### src/rtl/vga_timing_pkg.sv
// vga_timing_pkg: default raster timings, counter width and the shared sync-flag bundle
// for the VGA timing generator and its downstream consumers.
package vga_timing_pkg;

  // Default counter width; 2^11 = 2048 covers both totals below.
  localparam int unsigned CNT_W_DEFAULT = 11;

  // 640x480 @ 60 Hz, 800 x 525 total.
  localparam int unsigned VGA640_H_ACTIVE = 640;
  localparam int unsigned VGA640_H_FP     = 16;
  localparam int unsigned VGA640_H_SYNC   = 96;
  localparam int unsigned VGA640_H_BP     = 48;
  localparam int unsigned VGA640_V_ACTIVE = 480;
  localparam int unsigned VGA640_V_FP     = 10;
  localparam int unsigned VGA640_V_SYNC   = 2;
  localparam int unsigned VGA640_V_BP     = 33;

  // 800x600 @ 72 Hz, 1040 x 666 total.
  localparam int unsigned VGA800_H_ACTIVE = 800;
  localparam int unsigned VGA800_H_FP     = 56;
  localparam int unsigned VGA800_H_SYNC   = 120;
  localparam int unsigned VGA800_H_BP     = 64;
  localparam int unsigned VGA800_V_ACTIVE = 600;
  localparam int unsigned VGA800_V_FP     = 37;
  localparam int unsigned VGA800_V_SYNC   = 6;
  localparam int unsigned VGA800_V_BP     = 23;

  // Sync and strobe flags for one pixel position.
  typedef struct packed {
    logic hsync;
    logic vsync;
    logic disp_active;
    logic newline;
    logic newframe;
  } vga_sync_t;

  // Length of one axis period in pixels or lines.
  function automatic int unsigned axis_total(input int unsigned active, input int unsigned fp,
                                             input int unsigned sync, input int unsigned bp);
    return active + fp + sync + bp;
  endfunction

endpackage

### src/rtl/vga_timing_if.sv
// vga_timing_if: raster position and sync/strobe bundle from the timing generator to the
// pixel fetch logic. master drives, slave observes.
interface vga_timing_if import vga_timing_pkg::*; #(
  parameter int unsigned CNT_W = CNT_W_DEFAULT
) ();

  logic [CNT_W-1:0] xpos;
  logic [CNT_W-1:0] ypos;
  logic             hsync;
  logic             vsync;
  logic             disp_active;
  logic             newline;
  logic             newframe;

  modport master (
    output xpos,
    output ypos,
    output hsync,
    output vsync,
    output disp_active,
    output newline,
    output newframe
  );

  modport slave (
    input xpos,
    input ypos,
    input hsync,
    input vsync,
    input disp_active,
    input newline,
    input newframe
  );

endinterface

### src/rtl/vga_axis_counter.sv
// vga_axis_counter: one wrapping raster axis (active / front porch / sync / back porch).
// The count and the sync level are registered; active and zero are exported as decodes of
// the next count so the parent can register them in step with the count.
module vga_axis_counter import vga_timing_pkg::*; #(
  parameter int unsigned ACTIVE   = VGA800_H_ACTIVE,
  parameter int unsigned FP       = VGA800_H_FP,
  parameter int unsigned SYNC     = VGA800_H_SYNC,
  parameter int unsigned BP       = VGA800_H_BP,
  parameter bit          SYNC_POL = 1'b0,
  parameter int unsigned CNT_W    = CNT_W_DEFAULT
) (
  input  logic             clk,
  input  logic             rst,
  input  logic             en,
  output logic [CNT_W-1:0] cnt,
  output logic             active_nxt,
  output logic             zero_nxt,
  output logic             sync,
  output logic             wrap
);

  localparam int unsigned TOTAL = axis_total(ACTIVE, FP, SYNC, BP);

  localparam logic [CNT_W-1:0] LAST     = CNT_W'(TOTAL - 1);
  localparam logic [CNT_W-1:0] ACT_END  = CNT_W'(ACTIVE);
  localparam logic [CNT_W-1:0] SYNC_BEG = CNT_W'(ACTIVE + FP);
  localparam logic [CNT_W-1:0] SYNC_END = CNT_W'(ACTIVE + FP + SYNC);

  if (ACTIVE < 1 || FP < 1 || SYNC < 1 || BP < 1) begin : g_len_check
    $fatal(1, "vga_axis_counter: every segment length must be at least 1");
  end

  if (CNT_W < 1 || (CNT_W < 32 && TOTAL > (32'd1 << CNT_W))) begin : g_width_check
    $fatal(1, "vga_axis_counter: CNT_W too narrow for the axis total");
  end

  logic [CNT_W-1:0] cnt_q, cnt_d;
  logic             sync_q, sync_d;
  logic             at_last;

  assign at_last = (cnt_q == LAST);
  assign wrap    = en & at_last;

  // Next position: advance when enabled, wrapping to 0 after the last back-porch slot.
  always_comb begin
    cnt_d = cnt_q;
    if (en) begin
      cnt_d = at_last ? '0 : cnt_q + 1'b1;
    end
  end

  // Decode the next position so every registered flag matches the registered count.
  always_comb begin
    active_nxt = (cnt_d < ACT_END);
    zero_nxt   = (cnt_d == '0);
    sync_d     = ((cnt_d >= SYNC_BEG) && (cnt_d < SYNC_END)) ? SYNC_POL : ~SYNC_POL;
  end

  // Reset parks the axis on its last blanking slot so the first edge lands on 0.
  always_ff @(posedge clk or posedge rst) begin
    if (rst) begin
      cnt_q  <= LAST;
      sync_q <= ~SYNC_POL;
    end else begin
      cnt_q  <= cnt_d;
      sync_q <= sync_d;
    end
  end

  assign cnt  = cnt_q;
  assign sync = sync_q;

endmodule

### src/rtl/vga_timing_gen.sv
// vga_timing_gen: horizontal/vertical raster timing generator. Produces xpos/ypos, hsync,
// vsync, disp_active, newline and newframe, all registered and aligned with the counters.
// Optional macro VGA_TIMING_CE_EN adds a pix_ce pixel clock enable; without it the raster
// advances on every clk edge.
module vga_timing_gen import vga_timing_pkg::*; #(
  parameter int unsigned H_ACTIVE   = VGA800_H_ACTIVE,
  parameter int unsigned H_FP       = VGA800_H_FP,
  parameter int unsigned H_SYNC     = VGA800_H_SYNC,
  parameter int unsigned H_BP       = VGA800_H_BP,
  parameter int unsigned V_ACTIVE   = VGA800_V_ACTIVE,
  parameter int unsigned V_FP       = VGA800_V_FP,
  parameter int unsigned V_SYNC     = VGA800_V_SYNC,
  parameter int unsigned V_BP       = VGA800_V_BP,
  parameter bit          H_SYNC_POL = 1'b0,
  parameter bit          V_SYNC_POL = 1'b0,
  parameter int unsigned CNT_W      = CNT_W_DEFAULT
) (
  input  logic          clk,
  input  logic          rst,
`ifdef VGA_TIMING_CE_EN
  input  logic          pix_ce,
`endif
  vga_timing_if.master  vga
);

  logic             h_en;
  logic [CNT_W-1:0] h_cnt, v_cnt;
  logic             h_act_nxt, v_act_nxt;
  logic             h_zero_nxt, v_zero_nxt;
  logic             h_sync, v_sync;
  logic             h_wrap, v_wrap;
  logic             unused_v_wrap;

`ifdef VGA_TIMING_CE_EN
  assign h_en = pix_ce;
`else
  assign h_en = 1'b1;
`endif

  vga_axis_counter #(
    .ACTIVE   (H_ACTIVE),
    .FP       (H_FP),
    .SYNC     (H_SYNC),
    .BP       (H_BP),
    .SYNC_POL (H_SYNC_POL),
    .CNT_W    (CNT_W)
  ) u_h_axis (
    .clk        (clk),
    .rst        (rst),
    .en         (h_en),
    .cnt        (h_cnt),
    .active_nxt (h_act_nxt),
    .zero_nxt   (h_zero_nxt),
    .sync       (h_sync),
    .wrap       (h_wrap)
  );

  // The line counter steps only on the pixel that ends a line.
  vga_axis_counter #(
    .ACTIVE   (V_ACTIVE),
    .FP       (V_FP),
    .SYNC     (V_SYNC),
    .BP       (V_BP),
    .SYNC_POL (V_SYNC_POL),
    .CNT_W    (CNT_W)
  ) u_v_axis (
    .clk        (clk),
    .rst        (rst),
    .en         (h_wrap),
    .cnt        (v_cnt),
    .active_nxt (v_act_nxt),
    .zero_nxt   (v_zero_nxt),
    .sync       (v_sync),
    .wrap       (v_wrap)
  );

  assign unused_v_wrap = v_wrap;

  logic disp_active_q, disp_active_d;
  logic newline_q, newline_d;
  logic newframe_q, newframe_d;

  // Combine per-axis next-position decodes into the strobes for the upcoming position.
  always_comb begin
    disp_active_d = h_act_nxt & v_act_nxt;
    newline_d     = h_zero_nxt;
    newframe_d    = h_zero_nxt & v_zero_nxt;
  end

  // Strobe registers; reset values match the parked last-blanking position.
  always_ff @(posedge clk or posedge rst) begin
    if (rst) begin
      disp_active_q <= 1'b0;
      newline_q     <= 1'b0;
      newframe_q    <= 1'b0;
    end else begin
      disp_active_q <= disp_active_d;
      newline_q     <= newline_d;
      newframe_q    <= newframe_d;
    end
  end

  vga_sync_t flags;

  // Bundle the registered flags for the interface.
  always_comb begin
    flags             = '0;
    flags.hsync       = h_sync;
    flags.vsync       = v_sync;
    flags.disp_active = disp_active_q;
    flags.newline     = newline_q;
    flags.newframe    = newframe_q;
  end

  assign vga.xpos        = h_cnt;
  assign vga.ypos        = v_cnt;
  assign vga.hsync       = flags.hsync;
  assign vga.vsync       = flags.vsync;
  assign vga.disp_active = flags.disp_active;
  assign vga.newline     = flags.newline;
  assign vga.newframe    = flags.newframe;

endmodule

### src/flat_wrapper.sv
// flat-port wrapper written by rule: the top's interface ports become plain ports
module vga_timing_gen_flat import vga_timing_pkg::*;
#(
  parameter int unsigned H_ACTIVE   = VGA800_H_ACTIVE,
  parameter int unsigned H_FP       = VGA800_H_FP,
  parameter int unsigned H_SYNC     = VGA800_H_SYNC,
  parameter int unsigned H_BP       = VGA800_H_BP,
  parameter int unsigned V_ACTIVE   = VGA800_V_ACTIVE,
  parameter int unsigned V_FP       = VGA800_V_FP,
  parameter int unsigned V_SYNC     = VGA800_V_SYNC,
  parameter int unsigned V_BP       = VGA800_V_BP,
  parameter bit          H_SYNC_POL = 1'b0,
  parameter bit          V_SYNC_POL = 1'b0,
  parameter int unsigned CNT_W      = CNT_W_DEFAULT
)
  (clk, rst, vga_xpos, vga_ypos, vga_hsync, vga_vsync, vga_disp_active, vga_newline, vga_newframe);
  vga_timing_if #(.CNT_W(CNT_W)) vga_i ();
  input  logic clk;
  input  logic rst;
  output wire logic [$bits(vga_i.xpos)-1:0] vga_xpos;
  output wire logic [$bits(vga_i.ypos)-1:0] vga_ypos;
  output wire logic [$bits(vga_i.hsync)-1:0] vga_hsync;
  output wire logic [$bits(vga_i.vsync)-1:0] vga_vsync;
  output wire logic [$bits(vga_i.disp_active)-1:0] vga_disp_active;
  output wire logic [$bits(vga_i.newline)-1:0] vga_newline;
  output wire logic [$bits(vga_i.newframe)-1:0] vga_newframe;
  assign vga_xpos = vga_i.xpos;
  assign vga_ypos = vga_i.ypos;
  assign vga_hsync = vga_i.hsync;
  assign vga_vsync = vga_i.vsync;
  assign vga_disp_active = vga_i.disp_active;
  assign vga_newline = vga_i.newline;
  assign vga_newframe = vga_i.newframe;
  vga_timing_gen #(.H_ACTIVE(H_ACTIVE), .H_FP(H_FP), .H_SYNC(H_SYNC), .H_BP(H_BP), .V_ACTIVE(V_ACTIVE), .V_FP(V_FP), .V_SYNC(V_SYNC), .V_BP(V_BP), .H_SYNC_POL(H_SYNC_POL), .V_SYNC_POL(V_SYNC_POL), .CNT_W(CNT_W)) u_core (.clk(clk), .rst(rst), .vga(vga_i));
endmodule
### config.mk
export PLATFORM = sky130hd
export DESIGN_NAME = vga_timing_gen_flat
export DESIGN_NICKNAME = d
export VERILOG_FILES = /design/src/rtl/vga_timing_pkg.sv /design/src/rtl/vga_timing_if.sv /design/src/rtl/vga_axis_counter.sv /design/src/rtl/vga_timing_gen.sv /design/src/flat_wrapper.sv
export SDC_FILE = /design/constraint.sdc
export NUM_CORES = 1
export LEC_CHECK = 0
export CAP_MARGIN = 40
export CORE_MARGIN = 5
export CORE_UTILIZATION = 56
export DETAILED_ROUTE_END_ITERATION = 8
export GPL_ROUTABILITY_DRIVEN = 0
export GPL_TIMING_DRIVEN = 1
export PLACE_DENSITY = 0.85
export SYNTH_ARGS = -nofsm -noshare
export SYNTH_HDL_FRONTEND = slang
export SYNTH_SLANG_ARGS = --single-unit
### constraint.sdc
create_clock -name clk -period 5.74 [get_ports clk]
set_input_delay 1.148 -clock clk [delete_from_list [all_inputs] [get_ports clk]]
set_output_delay 1.148 -clock clk [all_outputs]
set_load 0.01 [all_outputs]
==> metrics.txt <==
# TYPE chip_impl_metric gauge
chip_impl_info{name="status",value="complete, no violations"} 1
chip_impl_info{name="critPathLaunchType",value="flop"} 1
chip_impl_metric{name="floorplan.die.width",unit="µm"} 63.73
chip_impl_metric{name="antenna_violations_before_repair",unit=""} 0
chip_impl_metric{name="die_h",unit="µm"} 63.73
chip_impl_metric{name="crit_path_max_fanout",unit=""} 8
chip_impl_metric{name="timing_worst_slew_pin_value",unit="ns"} 0.5825
chip_impl_metric{name="maxSlewHeadroom",unit=""} 0.6087
chip_impl_info{name="leading_cell_type_in_the_layout_fill_and_taps_excluded",value="sky130_fd_sc_hd__clkdlybuf4s50_1"} 1
chip_impl_metric{name="finalCriticalPeriod",unit="ns"} 3.089
chip_impl_metric{name="track_usage",unit=""} 0.1927
chip_impl_metric{name="power.switching",unit="mW"} 0.06522
chip_impl_metric{name="syn-num-nets",unit=""} 168
chip_impl_info{name="timing.hold.worst.class",value="flop to flop"} 1
chip_impl_metric{name="cts-buffers-inserted",unit=""} 3
chip_impl_metric{name="detailedPlacementHpwl",unit="µm"} 2862
chip_impl_info{name="hold-path-endpoint",value="u_core.u_h_axis.cnt[0]$_DFF_PP1_"} 1
chip_impl_metric{name="cts_buffer_depth",unit=""} 2
chip_impl_metric{name="antenna_cells",unit=""} 0
chip_impl_metric{name="vias_per_cell",unit=""} 6.217
chip_impl_metric{name="p_per_area",unit="nW/µm²"} 147.7
chip_impl_metric{name="fraction_of_the_yosys_area_taken_by_sequential_cells",unit=""} 0.4272
chip_impl_metric{name="intPower",unit="mW"} 0.2201
chip_impl_metric{name="clock_power_share",unit=""} 0.308
chip_impl_metric{name="seq_power_share",unit=""} 0.669
chip_impl_metric{name="ys_types",unit=""} 51
chip_impl_metric{name="part_of_the_total_power_dissipated_in_combinational_logic",unit=""} 0.023
chip_impl_metric{name="initial_utilization",unit=""} 0.5862
chip_impl_metric{name="vias",unit=""} 1374
chip_impl_metric{name="finish.utilization",unit=""} 0.7005
chip_impl_metric{name="post_synth_inst_count",unit=""} 163
chip_impl_metric{name="core-area",unit="µm²"} 2758
chip_impl_metric{name="max_cap_viol_count",unit=""} 0
chip_impl_info{name="cts_tree",value="done"} 1
chip_impl_metric{name="ctsResizeCount",unit=""} 0
chip_impl_metric{name="io_pins",unit=""} 29
chip_impl_metric{name="clock_insertion_delay_worst_skew",unit="ns"} 0.34
chip_impl_info{name="hold_path_startpoint",value="u_core.u_h_axis.cnt[0]$_DFF_PP1_"} 1
chip_impl_metric{name="slack_of_the_worst_reg_to_reg_path",unit="ns"} 2.65
chip_impl_metric{name="rows",unit=""} 19
chip_impl_metric{name="holdPathStages",unit=""} 1
chip_impl_metric{name="ff_latch_count_synth",unit=""} 27
chip_impl_metric{name="drtPass1Iterations",unit=""} 4
chip_impl_metric{name="grt_pass1_wl",unit="µm"} 6341
chip_impl_metric{name="setup_total_negative_slack",unit="ns"} 0
chip_impl_info{name="layout.cells.most_common_list",value="sky130_fd_sc_hd__clkdlybuf4s50_1, sky130_fd_sc_hd__dfrtp_1, sky130_fd_sc_hd__nand2_1, sky130_fd_sc_hd__nor2_1, sky130_fd_sc_hd__dfstp_2"} 1
chip_impl_metric{name="layout-area-overhead-vs-synth",unit="%"} 19.50
chip_impl_metric{name="max_freq",unit="GHz"} 0.3238
chip_impl_metric{name="cts.sink_count",unit=""} 27
chip_impl_metric{name="clk_transition_reported_paths",unit="ns"} 0.16
chip_impl_info{name="critPathCaptureType",value="flop"} 1
chip_impl_metric{name="cts_setup_buffers",unit=""} 0
chip_impl_metric{name="vdd_ir_drop_max",unit="V"} 0.0001447
chip_impl_metric{name="data_required_critical_path",unit="ns"} 6.04
chip_impl_metric{name="timing.final.crit_share",unit=""} 0.5381
chip_impl_metric{name="antenna_violating_nets_post_route",unit=""} 0
chip_impl_metric{name="drt_iter0_markers",unit=""} 64
chip_impl_info{name="worst_r2r_endpoint",value="u_core.vga.newframe$_DFF_PP0_"} 1
chip_impl_metric{name="globalRouteOverflowTotal",unit=""} 0
chip_impl_metric{name="leakagePower",unit="nW"} 0.7889
chip_impl_metric{name="worst-r2r-cell-count",unit=""} 8
chip_impl_metric{name="post_route_cells_drive_above_1_share",unit=""} 0.1895
chip_impl_info{name="setup_repair_after_global_routing_missed_its_margin",value="false"} 1
chip_impl_info{name="worstReg2RegStart",value="u_core.u_h_axis.cnt[5]$_DFF_PP0_"} 1
chip_impl_metric{name="final_hold_viol_count",unit=""} 0
chip_impl_info{name="worst_setup_path_category",value="flop to flop"} 1
chip_impl_metric{name="fill_cells",unit=""} 229
chip_impl_info{name="clockRootBuffer",value="sky130_fd_sc_hd__clkbuf_4"} 1
chip_impl_metric{name="drc",unit=""} 0
chip_impl_metric{name="die_area",unit="µm²"} 4061
chip_impl_metric{name="nNetsFinal",unit=""} 196
chip_impl_metric{name="async_flop_share",unit=""} 1.000
chip_impl_metric{name="setup_viol",unit=""} 0
chip_impl_metric{name="slew_violations",unit=""} 0
chip_impl_metric{name="timing.critical_path.arrival",unit="ns"} 3.38
chip_impl_metric{name="io_buffer_count",unit=""} 28
chip_impl_metric{name="synthesis.yosys.warnings",unit=""} 0
chip_impl_metric{name="routed_wirelength",unit="µm"} 3713
chip_impl_metric{name="syn_area_per_cell",unit="µm²"} 9.917
chip_impl_metric{name="cts.hold.buffers_added",unit=""} 0
chip_impl_metric{name="grt_max_degree",unit=""} 18
chip_impl_metric{name="synth_edf_count",unit=""} 0
chip_impl_metric{name="grt_pass1_vias",unit=""} 1391
chip_impl_metric{name="fin_worst_skew",unit="ns"} 0.01608
chip_impl_metric{name="power.share.switching",unit=""} 0.2286
chip_impl_metric{name="htree_num_levels",unit=""} 1
chip_impl_metric{name="synth.cell_area",unit="µm²"} 1617
chip_impl_metric{name="route.detailed.wl_per_inst",unit="µm"} 16.80
chip_impl_info{name="synthFlopType",value="sky130_fd_sc_hd__dfrtp_1"} 1
-- cell usage after synthesis (2+ instances only) --
cell	number	area [µm²]
sky130_fd_sc_hd__dfstp_2	12	315.3
sky130_fd_sc_hd__nand2b_1	2	12.51
sky130_fd_sc_hd__a21oi_1	3	15.01
sky130_fd_sc_hd__and3_1	3	18.77
sky130_fd_sc_hd__and2_2	2	15.01
sky130_fd_sc_hd__nand3_1	8	40.04
sky130_fd_sc_hd__xnor2_1	7	61.31
sky130_fd_sc_hd__a31oi_1	2	12.51
sky130_fd_sc_hd__clkbuf_8	2	27.53
sky130_fd_sc_hd__xor2_1	6	52.55
sky130_fd_sc_hd__xor2_2	2	32.53
sky130_fd_sc_hd__nor4_1	4	25.02
sky130_fd_sc_hd__nor3_1	8	40.04
sky130_fd_sc_hd__ha_1	3	37.54
sky130_fd_sc_hd__nand4b_1	3	26.28
sky130_fd_sc_hd__o22ai_1	2	12.51
sky130_fd_sc_hd__or2_2	4	25.02
sky130_fd_sc_hd__dfrtp_1	15	375.4
sky130_fd_sc_hd__and4_1	2	17.52
sky130_fd_sc_hd__nand2_1	14	52.55
sky130_fd_sc_hd__inv_1	8	30.03
sky130_fd_sc_hd__nor2_1	12	45.04
sky130_fd_sc_hd__o21ai_0	6	30.03
sky130_fd_sc_hd__a21o_2	2	17.52
sky130_fd_sc_hd__nand4_1	4	25.02
sky130_fd_sc_hd__or4_4	2	22.52
-- routing by layer --
layer / track usage / vias up / share of wire / wire length (µm)
met5: 0 / - / 0 / 0
met4: 0.07532 / 0 / 0.022 / 80
met3: 0.03730 / 10 / 0.053 / 195
met2: 0.3299 / 52 / 0.51 / 1876
met1: 0.2376 / 673 / 0.42 / 1560
li1: - / 639 / - / -
-- power groups by stage --
stage	registers (mW)	logic, mW	clock network, mW
finish	0.191	0.00662	0.0878
global route	0.191	0.00766	0.102
CTS	0.191	0.00700	0.0911
detailed placement	0.194	0.00698	0
global placement	0.194	0.00434	0
floorplan	0.194	0.00275	0
-- sequential cells by signal, summed over array words and instances, names as in the netlist --
register,cells
u_core.u_v_axis.sync,1
u_core.vga.newline,1
u_core.u_h_axis.cnt,11
u_core.vga.newframe,1
u_core.vga.disp_active,1
u_core.u_v_axis.cnt,11
u_core.u_h_axis.sync,1
-- how the worst max path moves through the flow --
stage,from,end,slack (ns)
finish,u_core.u_h_axis.cnt[5]$_DFF_PP0_,u_core.vga.newframe$_DFF_PP0_,2.65
global route,u_core.u_h_axis.cnt[5]$_DFF_PP0_,u_core.vga.newframe$_DFF_PP0_,2.46
CTS,u_core.u_h_axis.cnt[5]$_DFF_PP0_,u_core.vga.newframe$_DFF_PP0_,2.67
detailed placement,u_core.u_h_axis.cnt[5]$_DFF_PP0_,u_core.vga.newframe$_DFF_PP0_,2.70
global placement,u_core.u_h_axis.cnt[5]$_DFF_PP0_,u_core.vga.newframe$_DFF_PP0_,2.59
floorplan,u_core.u_h_axis.cnt[5]$_DFF_PP0_,u_core.u_v_axis.sync$_DFF_PP1_,3.03
-- kinds of logic (layout without fill, tap and decap cells) --
kind of cell / after synthesis / after routing / share of synthesized area
DFF: 27 / 27 / 0.4272
buffers and inverters: 15 / 42 / 0.05960
AOI/OAI and AO/OA: 28 / 28 / 0.1339
and+or+nand+nor: 75 / 75 / 0.2655
xor gates and xnor gates: 15 / 15 / 0.09056
adders and majority gates: 3 / 3 / 0.02322
-- worst max-delay path, stage by stage (launching register included) --
cell	delay [ns]
sky130_fd_sc_hd__dfrtp_1	0.50
sky130_fd_sc_hd__or4_4	0.59
sky130_fd_sc_hd__nor3_1	0.51
sky130_fd_sc_hd__buf_2	0.29
sky130_fd_sc_hd__a311oi_1	0.08
sky130_fd_sc_hd__nor3_1	0.18
sky130_fd_sc_hd__or3b_1	0.38
sky130_fd_sc_hd__nor4_1	0.28
sky130_fd_sc_hd__and4_1	0.24
-- cell type report --
class,instances,area (µm²),area share
well taps,31,38.79,0.02008
clock buffers,3,22.52,0.01166
multi-input cells,121,829.5,0.4294
clock inverters,1,7.507,0.003886
inverters,8,30.03,0.01554
flip-flops and latches,27,690.7,0.3575
repair buffers,30,312.8,0.1619
-- stage by stage --
stage	cell area, µm²	setup WS [ns]	instances	hold WS, ns	power (mW)
after global placement	1869	2.586	215	0.5244	0.1983
after detailed placement	1902	2.703	217	0.5157	0.2009
after floorplan	1617	3.029	163	0.5119	0.1967
final	1932	2.651	221	0.5439	0.2853
after global routing	1932	2.456	221	0.5769	0.3004
after CTS	1932	2.673	221	0.5511	0.2889
Note: power is estimated with default switching activity, not from simulation.
